--- src/rtl/cursor_input_pkg.sv ---
// Shared constants for the game-play block: game states and board geometry.
package cursor_input_pkg;

  localparam logic [1:0] ST_PLAY   = 2'b01;
  localparam logic [1:0] ST_SETTLE = 2'b10;

  localparam int BOARD_DIM = 8;
  localparam int COORD_W   = 4;

  typedef logic [COORD_W-1:0] coord_t;

endpackage

--- src/rtl/cursor_input_btn_debounce.sv ---
// One push-button: 2-flop synchroniser, debouncer, rising-edge pulse and an
// optional auto-repeat pulse that fires while the debounced level stays high.
module btn_debounce #(
  parameter int DEBOUNCE_CYCLES = 2_000_000,
  parameter int REPEAT_DELAY    = 50_000_000,
  parameter int REPEAT_PERIOD   = 15_000_000,
  parameter bit REPEAT_EN       = 1'b1
) (
  input  logic clk,
  input  logic rstn,
  input  logic btn,
  output logic level,
  output logic rise,
  output logic rpt
);

  localparam int DB_W = $clog2(DEBOUNCE_CYCLES + 1);

  logic [1:0]      sync;
  logic [DB_W-1:0] db_cnt;
  logic            level_q;

  // The counter only runs while the synchronised sample disagrees with the
  // accepted level, so any glitch shorter than DEBOUNCE_CYCLES restarts it.
  always_ff @(posedge clk or negedge rstn) begin
    if (!rstn) begin
      sync    <= '0;
      db_cnt  <= '0;
      level   <= 1'b0;
      level_q <= 1'b0;
    end else begin
      sync    <= {sync[0], btn};
      level_q <= level;
      if (sync[1] != level) begin
        if (db_cnt == DB_W'(DEBOUNCE_CYCLES - 1)) begin
          level  <= sync[1];
          db_cnt <= '0;
        end else begin
          db_cnt <= db_cnt + DB_W'(1);
        end
      end else begin
        db_cnt <= '0;
      end
    end
  end

  assign rise = level & ~level_q;

  generate
    if (REPEAT_EN) begin : g_rpt
      localparam int RPT_MAX = (REPEAT_DELAY > REPEAT_PERIOD) ? REPEAT_DELAY : REPEAT_PERIOD;
      localparam int RW      = $clog2(RPT_MAX + 1);

      logic [RW-1:0] rcnt;
      logic          first_done;
      logic          hit;

      // rcnt counts cycles since the last step (edge or repeat) of this press.
      assign hit = level && !rise &&
                   (rcnt == (first_done ? RW'(REPEAT_PERIOD) : RW'(REPEAT_DELAY)));

      always_ff @(posedge clk or negedge rstn) begin
        if (!rstn) begin
          rcnt       <= '0;
          first_done <= 1'b0;
        end else if (!level) begin
          rcnt       <= '0;
          first_done <= 1'b0;
        end else if (rise || hit) begin
          rcnt       <= RW'(1);
          first_done <= hit | first_done;
        end else if (rcnt != RW'(RPT_MAX)) begin
          rcnt <= rcnt + RW'(1);
        end
      end

      assign rpt = hit;
    end else begin : g_no_rpt
      assign rpt = 1'b0;
    end
  endgenerate

endmodule

--- src/rtl/cursor_input.sv ---
// Board push-buttons to a registered 8x8 cursor position and a one-cycle
// select pulse; moves and selects only take effect in the PLAY state.
module cursor_input
  import cursor_input_pkg::*;
#(
  parameter int DEBOUNCE_CYCLES = 2_000_000,
  parameter int REPEAT_DELAY    = 50_000_000,
  parameter int REPEAT_PERIOD   = 15_000_000,
  parameter int BOARD_MAX       = 7,
  parameter bit WRAP            = 1'b1
) (
  input  logic               clk,
  input  logic               rstn,
  input  logic [1:0]         state,
  input  logic               btn_up,
  input  logic               btn_down,
  input  logic               btn_left,
  input  logic               btn_right,
  input  logic               btn_center,
  output logic [COORD_W-1:0] cursor_x,
  output logic [COORD_W-1:0] cursor_y,
  output logic               is_pressed
);

  logic u_lvl, u_rise, u_rpt;
  logic d_lvl, d_rise, d_rpt;
  logic l_lvl, l_rise, l_rpt;
  logic r_lvl, r_rise, r_rpt;
  logic c_lvl, c_rise, c_rpt;

  btn_debounce #(.DEBOUNCE_CYCLES(DEBOUNCE_CYCLES), .REPEAT_DELAY(REPEAT_DELAY),
                 .REPEAT_PERIOD(REPEAT_PERIOD), .REPEAT_EN(1'b1))
    u_up    (.clk(clk), .rstn(rstn), .btn(btn_up),     .level(u_lvl), .rise(u_rise), .rpt(u_rpt));
  btn_debounce #(.DEBOUNCE_CYCLES(DEBOUNCE_CYCLES), .REPEAT_DELAY(REPEAT_DELAY),
                 .REPEAT_PERIOD(REPEAT_PERIOD), .REPEAT_EN(1'b1))
    u_down  (.clk(clk), .rstn(rstn), .btn(btn_down),   .level(d_lvl), .rise(d_rise), .rpt(d_rpt));
  btn_debounce #(.DEBOUNCE_CYCLES(DEBOUNCE_CYCLES), .REPEAT_DELAY(REPEAT_DELAY),
                 .REPEAT_PERIOD(REPEAT_PERIOD), .REPEAT_EN(1'b1))
    u_left  (.clk(clk), .rstn(rstn), .btn(btn_left),   .level(l_lvl), .rise(l_rise), .rpt(l_rpt));
  btn_debounce #(.DEBOUNCE_CYCLES(DEBOUNCE_CYCLES), .REPEAT_DELAY(REPEAT_DELAY),
                 .REPEAT_PERIOD(REPEAT_PERIOD), .REPEAT_EN(1'b1))
    u_right (.clk(clk), .rstn(rstn), .btn(btn_right),  .level(r_lvl), .rise(r_rise), .rpt(r_rpt));
  btn_debounce #(.DEBOUNCE_CYCLES(DEBOUNCE_CYCLES), .REPEAT_DELAY(REPEAT_DELAY),
                 .REPEAT_PERIOD(REPEAT_PERIOD), .REPEAT_EN(1'b0))
    u_center(.clk(clk), .rstn(rstn), .btn(btn_center), .level(c_lvl), .rise(c_rise), .rpt(c_rpt));

  function automatic coord_t coord_inc(input coord_t v);
    if (v >= coord_t'(BOARD_MAX)) return WRAP ? coord_t'(0) : coord_t'(BOARD_MAX);
    return v + coord_t'(1);
  endfunction

  function automatic coord_t coord_dec(input coord_t v);
    if (v == coord_t'(0))        return WRAP ? coord_t'(BOARD_MAX) : coord_t'(0);
    if (v > coord_t'(BOARD_MAX)) return coord_t'(BOARD_MAX);
    return v - coord_t'(1);
  endfunction

  logic play;
  logic x_inc, x_dec, y_inc, y_dec, sel_ev;

  // A step is suppressed whenever the opposing button is also debounced-held,
  // which covers simultaneous edges as well as repeats.
  assign play   = (state == ST_PLAY);
  assign x_inc  = (r_rise | r_rpt) & ~l_lvl;
  assign x_dec  = (l_rise | l_rpt) & ~r_lvl;
  assign y_inc  = (d_rise | d_rpt) & ~u_lvl;
  assign y_dec  = (u_rise | u_rpt) & ~d_lvl;
  assign sel_ev = c_lvl & (c_rise | c_rpt);

  always_ff @(posedge clk or negedge rstn) begin
    if (!rstn) begin
      cursor_x   <= '0;
      cursor_y   <= '0;
      is_pressed <= 1'b0;
    end else if (play) begin
      if (x_inc)      cursor_x <= coord_inc(cursor_x);
      else if (x_dec) cursor_x <= coord_dec(cursor_x);
      if (y_inc)      cursor_y <= coord_inc(cursor_y);
      else if (y_dec) cursor_y <= coord_dec(cursor_y);
      is_pressed <= sel_ev;
    end else begin
      is_pressed <= 1'b0;
    end
  end

endmodule
--- config.mk ---
export PLATFORM = sky130hd
export DESIGN_NAME = cursor_input
export DESIGN_NICKNAME = d
export VERILOG_FILES = /design/src/rtl/cursor_input_pkg.sv /design/src/rtl/cursor_input_btn_debounce.sv /design/src/rtl/cursor_input.sv
export SDC_FILE = /design/constraint.sdc
export NUM_CORES = 1
export LEC_CHECK = 0
export ABC_AREA = 1
export BUFFER_PORTS_ARGS = -buffer_cell sky130_fd_sc_hd__buf_2
export CORE_ASPECT_RATIO = 0.8
export CORE_MARGIN = 5
export CORE_UTILIZATION = 49
export CTS_CLUSTER_DIAMETER = 30
export DETAILED_ROUTE_END_ITERATION = 6
export SLEW_MARGIN = 30
export SYNTH_ARGS = -nofsm -noshare
export SYNTH_HDL_FRONTEND = slang
export SYNTH_SLANG_ARGS = --single-unit
--- constraint.sdc ---
create_clock -name clk -period 2.2 [get_ports clk]
set_clock_uncertainty 0.2 [all_clocks]
set_input_delay 0.33 -clock clk [delete_from_list [all_inputs] [get_ports clk]]
set_output_delay 0.33 -clock clk [all_outputs]
set_load 0.02 [all_outputs]
==> run_results.csv, run 1 <==
group,metric,value,unit
clock_network,cts_buffers,52,
worst_setup_path,regToRegSetupSlack,0.12,ns
worst_setup_path,slowest_delay,0.39,ns
power,p_leak,6.91,nW
placed_design,dp_hpwl,22.7,mm
power,p_total,0.0126,W
synthesis,ys_seq_area_share,45.0,%
detailed_routing,routedWlPerCell,13.7,um
global_routing,grt_pass1_vias,11300,
die,dieArea,30900,um2
die,die_w,195,um
clock_network,cts_tree,"built",
synthesis,synth_largest_area_cell,"dfrtp_1",
global_routing,met2_usage,31.1,%
power,p_clk_share,62.3,%
synthesis,yosys_warnings,0,
worst_setup_path,crit_arrival,2.32,ns
global_routing,grt_max_degree,61,
die,ios,18,
detailed_routing,route.detailed.drc,0,
synthesis,netlist_area,13400,um2
worst_setup_path,critical-path-top-delay-family,"simple AND/OR/NAND/NOR gates",
synthesis,synth_nets,1795,
power,pwr-share-comb,2.0,%
synthesis,synth_edf_count,0,
clock_network,clk_root_buffer_cell,"clkbuf_16",
detailed_routing,drt_iter0_drc,751,
worst_setup_path,critPathKind,"register to register",
power,p_sw,0.00276,W
die,die_h,158,um
worst_setup_path,crit_start,"u_right.g_rpt.rcnt[1]",
timing,hold_violations,0,
worst_setup_path,r2r-start,"u_right.g_rpt.rcnt[1]",
timing,maxSlewHeadroom,67.2,%
layout,area_delta_synth_final,22.8,%
global_routing,antenna_found_initial,0,
clock_network,cts.path.max_buffers,3,
synthesis,yosysTopAreaCellShare,45.0,%
detailed_routing,routed_wl,31.6,mm
die,core,27200,um2
layout,antenna_cells,0,
worst_setup_path,cp-start-kind,"register",
placed_design,routabilityCongestion,0.919,
timing,layout_min_cycle_time,2.08,ns
worst_setup_path,cp_max_fo,4,
global_routing,busiest_layer,"met1",
power,p_seq_share,35.7,%
worst_setup_path,worstReg2RegEnd,"u_right.g_rpt.rcnt[20]",
global_routing,gr-usage-met3,3.68,%
timing,maxSlewViolCount,0,
worst_setup_path,crit_slowest_cell,"dfrtp_1",
worst_setup_path,reg2reg_depth,11,
synthesis,synth_cell_types,51,
layout,stdcell_count,2308,
worst_setup_path,worstSetupEndpointType,"register",
clock_network,clkTransAtPathRegs,0.04,ns
layout,drive_gt1_share,13.8,%
worst_setup_path,cp-endpoint,"u_right.g_rpt.rcnt[20]",
die,rows,54,
detailed_routing,dr.pass1.iters,5,
detailed_routing,drtAntennaViolNets,0,
synthesis,yosysMostFrequentCell,"nand2_1",
worst_setup_path,path_cells,"ha_2 -> nand2_2 -> nor2_4 -> inv_1 -> nor2_4 -> nand2_1 -> nor2_2 -> nand3b_1 -> buf_4 -> xor2_1 -> nor2_1",
detailed_routing,routed_via_density,5.13,
detailed_routing,vias,11800,
min_path,holdCritPathClass,"input pin to asynchronous set/reset pin",
synthesis,synth-async-reset-ratio,100,%
synthesis,synth_seq_cells,242,
placed_design,port_buffers,17,
timing,worst_hold_slack,0.0737,ns
clock_network,clkLatencyLatePin,0.57,ns
power,internal_power,0.00988,W
clock_network,htreeDepth,2,
synthesis,yosys-top-cells-count,"nand2_1 (352), nor2_1 (289), dfrtp_1 (242)",
timing,tightest_slew,0.488,ns
clock_network,cts_sinks,242,
global_routing,use_met1,31.2,%
timing,setup-violations-final,0,
synthesis,ys.flop_type,"dfrtp_1",
synthesis,synth_cells,1769,
worst_setup_path,critPathMostFrequentCell,"nor2_4",
synthesis,postSynthAreaPerCell,7.60,um2
power,max-vdd-ir-drop,603,uV
global_routing,grt_overflow,0,
worst_setup_path,cp.buffers_inverters,2,
power,power-per-cell-area,766,nW/um2
global_routing,grt_usage,20.7,%
placed_design,dp_cells,2192,
layout,num-nets-final,1928,
timing,fmax,480,MHz
status,outcome,"finished, final reports clean",
power,sw_frac_of_total,21.9,%
timing,fin_crit_sh,94.6,%
global_routing,grt_pass1_wl,54.3,mm
die,start_util,49.5,%
flow_run,maxCapViolCount,0,
worst_setup_path,critPathRequiredTime,2.44,ns
worst_setup_path,cp_num_cells,11,
synthesis,synthTopCellsByArea,"dfrtp_1 (45%), nand2_1 (9.8%), nor2_1 (8.1%), inv_1 (6.7%), nand3_1 (3.7%)",
power groups by stage:
stage / clock network (W) / registers (W) / logic (W)
finish: 0.00788 / 0.00452 / 0.000251
global route: 0.00829 / 0.00452 / 0.000296
CTS: 0.00805 / 0.00452 / 0.000254
detailed placement: 0 / 0.00458 / 0.000243
global placement: 0 / 0.00458 / 0.000239
floorplan: 0 / 0.00458 / 0.0000779
worst min path at each step:
stage / start / to / depth (start not counted) / slack [ns]
5_1_grt: rstn / u_down.db_cnt[16] / 2 / 0.1
2_1_floorplan: rstn / cursor_x[0] / 0 / -0.17
3_5_place_dp: rstn / u_down.db_cnt[16] / 1 / 0.08
6_report: rstn / u_down.db_cnt[16] / 2 / 0.07
3_3_place_gp: rstn / u_down.db_cnt[16] / 1 / 0.07
4_1_cts: state[0] / is_pressed / 6 / 0.05
cell families after synthesis:
kind of cell             Yosys count  synth area share [%]
flip-flops                       242                  45.0
adder cells (fa/ha/maj)           17                  1.58
buffers and inverters            261                  7.50
multiplexers                       5                 0.419
AND/OR/NAND/NOR                 1007                  34.0
XOR/XNOR                          70                  4.56
AO/OA/AOI/OAI                    167                  6.92
worst register-to-register path, cell delays in order (launching register included):
cell      delay, ns
dfrtp_1        0.39
ha_2           0.21
nand2_2        0.08
nor2_4         0.12
inv_1          0.10
nor2_4         0.13
nand2_1        0.10
nor2_2         0.12
nand3b_1       0.12
buf_4          0.16
xor2_1         0.17
nor2_1         0.06
placed cells by master, fill, tap and decap left out, drive strengths merged, types with 17 or more instances in the layout:
cell type / synthesis / final
dfrtp: 242 / 242
nor4: 35 / 35
buf: 14 / 86
xor2: 54 / 54
a21oi: 78 / 78
nand3: 102 / 102
nand4: 61 / 61
nor3: 101 / 101
ha: 17 / 17
nand2: 366 / 366
clkbuf: 1 / 66
nor2: 312 / 312
o21ai: 62 / 62
inv: 245 / 250
layout make-up:
| type | instances | area, um2 |
|---|---|---|
| sequential | 242 | 6060 |
| clock buffer | 66 | 1420 |
| clock inverter | 30 | 383 |
| inverter | 246 | 933 |
| timing repair inverter | 1 | 7.51 |
| timing repair buffer | 93 | 766 |
| fill | 2449 | 10700 |
| multi-input combinational | 1266 | 6480 |
| tap | 364 | 455 |
what timing repair did:
| item | CTS | global route |
|---|---|---|
| buffers inserted | 0 | 12 |
| pin swaps | 0 | 9 |
| gates cloned | 0 | 1 |
| hold buffers | 7 | 0 |
| setup endpoints to repair | 3 | 74 |
| endpoints found under the hold margin | 248 | 0 |
| gates resized for setup | 3 | 32 |
metrics by stage:
step,setup slack (ns),TNS [ns],util (%),instance area [um2]
2_1_floorplan,0.324,0,-,13400
3_3_place_gp,0.0402,0,53.0,14400
3_5_place_dp,-0.0458,-0.128,53.0,14400
4_1_cts,0.00667,0,60.0,16300
5_1_grt,-0.0257,-0.0736,60.8,16500
6_report,0.119,0,60.8,16500
state kept, by name (all words and copies together), names as in the netlist, 2 cells and up:
register            count
u_left.sync             2
u_right.db_cnt         21
u_up.db_cnt            21
u_down.db_cnt          21
u_down.g_rpt.rcnt      26
u_left.g_rpt.rcnt      26
u_down.sync             2
u_right.g_rpt.rcnt     26
u_up.g_rpt.rcnt        26
u_left.db_cnt          21
cursor_x                4
u_up.sync               2
cursor_y                4
u_center.db_cnt        21
u_right.sync            2
u_center.sync           2
routing by layer:
| layer | vias up | wire length [um] |
|---|---|---|
| met2 | 259 | 13400 |
| met5 | - | 0 |
| met1 | 5467 | 15900 |
| met3 | 68 | 1650 |
| met4 | 0 | 640 |
| li1 | 6043 | - |
No activity file was read; power rests on OpenSTA's default activity.
==> run 2: changes to the inputs <==
clock period = 2.1 ns   (was 2.2 ns; I/O delays follow)
==> run_results.csv, run 2 (synthesis gave the netlist of run 1 again) <==
group,metric,value,unit
timing,setup-violations-final,0,
layout,antenna_cells,0,
power,max-vdd-ir-drop,1160,uV
global_routing,grt_pass1_wl,54.4,mm
placed_design,place_area,14400,um2
layout,regArea,6060,um2
min_path,whs_path_depth,6,
detailed_routing,routed_via_density,5.15,
placed_design,dp_hpwl,22.7,mm
detailed_routing,routed_wl,31.7,mm
detailed_routing,route.detailed.drc,0,
worst_setup_path,critPathKind,"register to register",
layout,mostFrequentLayoutCell,"nand2_1",
global_routing,grt_pass1_vias,11400,
clock_network,clkLatencyLatePin,0.55,ns
global_routing,antenna_found_initial,0,
die,core,27200,um2
placed_design,routabilityCongestion,0.925,
min_path,holdCritPathClass,"input pin to register",
clock_network,clkTransAtPathRegs,0.05,ns
timing,layout_min_cycle_time,2.03,ns
placed_design,dp_cells,2198,
worst_setup_path,cp-start-kind,"register",
power,p_leak,7.07,nW
status,outcome,"finished, final reports clean",
layout,stdcell_count,2323,
clock_network,cts_buffers,52,
timing,maxSlewHeadroom,58.3,%
timing,fmax,493,MHz
worst_setup_path,regToRegSetupSlack,0.07,ns
global_routing,grt_max_degree,61,
detailed_routing,vias,12000,
worst_setup_path,critPathRequiredTime,2.32,ns
die,start_util,49.5,%
layout,num-nets-final,1944,
min_path,hold_start,"state[0]",
detailed_routing,drtAntennaViolNets,0,
clock_network,cts_sinks,242,
clock_network,htreeDepth,2,
layout,area_delta_synth_final,25.1,%
clock_network,clk_root_buffer_cell,"clkbuf_16",
placed_design,dp_slack,0.0343,ns
worst_setup_path,r2r-start,"u_right.g_rpt.rcnt[1]",
timing,fin_tns_setup,0,ns
die,die_w,195,um
clock_network,cts.path.max_buffers,3,
detailed_routing,routedWlPerCell,13.7,um
layout,stdcell_area,16800,um2
die,dieArea,30900,um2
global_routing,grt_usage,20.9,%
die,die_h,158,um
timing,worst_hold_slack,0.0807,ns
worst_setup_path,worstReg2RegEnd,"u_right.g_rpt.rcnt[24]",
timing,timing.final.ws_setup,0.0735,ns
detailed_routing,drt_iter0_drc,890,
worst_setup_path,cp_max_fo,4,
worst_setup_path,crit_arrival,2.25,ns
timing,maxSlewViolCount,0,
flow_run,maxCapViolCount,0,
min_path,hold_path_end,"is_pressed",
clock_network,cts_tree,"built",
layout,multi_input_area,6630,um2
worst_setup_path,worstSetupEndpointType,"register",
power,power-per-cell-area,809,nW/um2
layout,final_cell_mix,"nand2_1 (339), nor2_1 (279), dfrtp_1 (239), inv_1 (235), nand3_1 (96)",
layout,drive_gt1_share,16.2,%
timing,tightest_slew,0.621,ns
detailed_routing,dr.pass1.iters,5,
timing,fin_crit_sh,96.5,%
global_routing,grt_overflow,0,
timing,hold_violations,0,
worst_setup_path,reg2reg_depth,11,
die,ios,18,
timing,rsz0062_at_grt,"true",
layout,nFillCells,2431,
placed_design,port_buffers,17,
die,rows,54,
[run 2: cell types whose count changed in the layout (fill, tap and decap cells not counted), moves of 4 or more]
cell       before  now
clkinv_4        1    5
ha_2            2    6
inv_2           4    9
ha_1           15   10
inv_1         239  235
nand2_2        11   20
nand2_1       348  339
nor3_1         91   87
inv_8           4    0
bufinv_16       6   10
buf_4          61   78
[run 2: critical path: stages (launching register included)]
cell and delay (ns):
dfrtp_1 0.39, ha_2 0.20, nand2_1 0.09, nor2_2 0.13, inv_1 0.08, nor2_2 0.12, nand2_2 0.08, nor2_2 0.13
nand3b_1 0.12, nor2_1 0.14, xor2_1 0.17, nor2_1 0.05
[run 2: cell type report]
type                       instances  area share [%]
clock buffer                      63            8.41
clock inverter                    32            2.69
inverter                         246            5.51
multi-input combinational       1266            39.4
sequential                       242            36.0
tap                              364            2.71
timing repair buffer             109            5.19
timing repair inverter             1          0.0446
[run 2: worst max-delay path by stage]
stage / to / startpoint / slack, ns
5_1_grt: u_right.g_rpt.rcnt[24] / u_right.g_rpt.rcnt[1] / -0.08
3_5_place_dp: u_right.g_rpt.rcnt[24] / u_right.g_rpt.rcnt[1] / 0.03
4_1_cts: u_right.g_rpt.rcnt[24] / u_right.g_rpt.rcnt[1] / 0.02
6_report: u_right.g_rpt.rcnt[24] / u_right.g_rpt.rcnt[1] / 0.07
2_1_floorplan: cursor_y[0] / u_down.g_rpt.rcnt[0] / 0.22
3_3_place_gp: u_up.db_cnt[16] / u_up.db_cnt[14] / 0.08
[run 2: through the flow]
step           util, %  power (W)
2_1_floorplan        -    0.00488
3_3_place_gp      53.2    0.00506
3_5_place_dp      53.2    0.00506
4_1_cts           60.3     0.0138
5_1_grt           61.9     0.0141
6_report          61.9     0.0136
[run 2: what timing repair did]
action,in CTS,in global routing
hold endpoints to repair,248,0
gates resized for setup,0,75
hold buffers,8,0
setup endpoints to repair,0,116
buffers inserted,0,21
[run 2: power breakdown]
group / internal, W / leakage (nW) / switching (W)
Combinational: 0.0000923 / 2.82 / 0.000183
Clock: 0.00599 / 0.902 / 0.00261
Sequential: 0.00471 / 3.34 / 0.0000222
[run 2: per-layer routing]
layer | wire length (um) | global-route usage, %
met1 | 15900 | 31.2
met2 | 13600 | 31.3
met3 | 1620 | 3.83
met4 | 645 | 6.11
met5 | 0 | 0
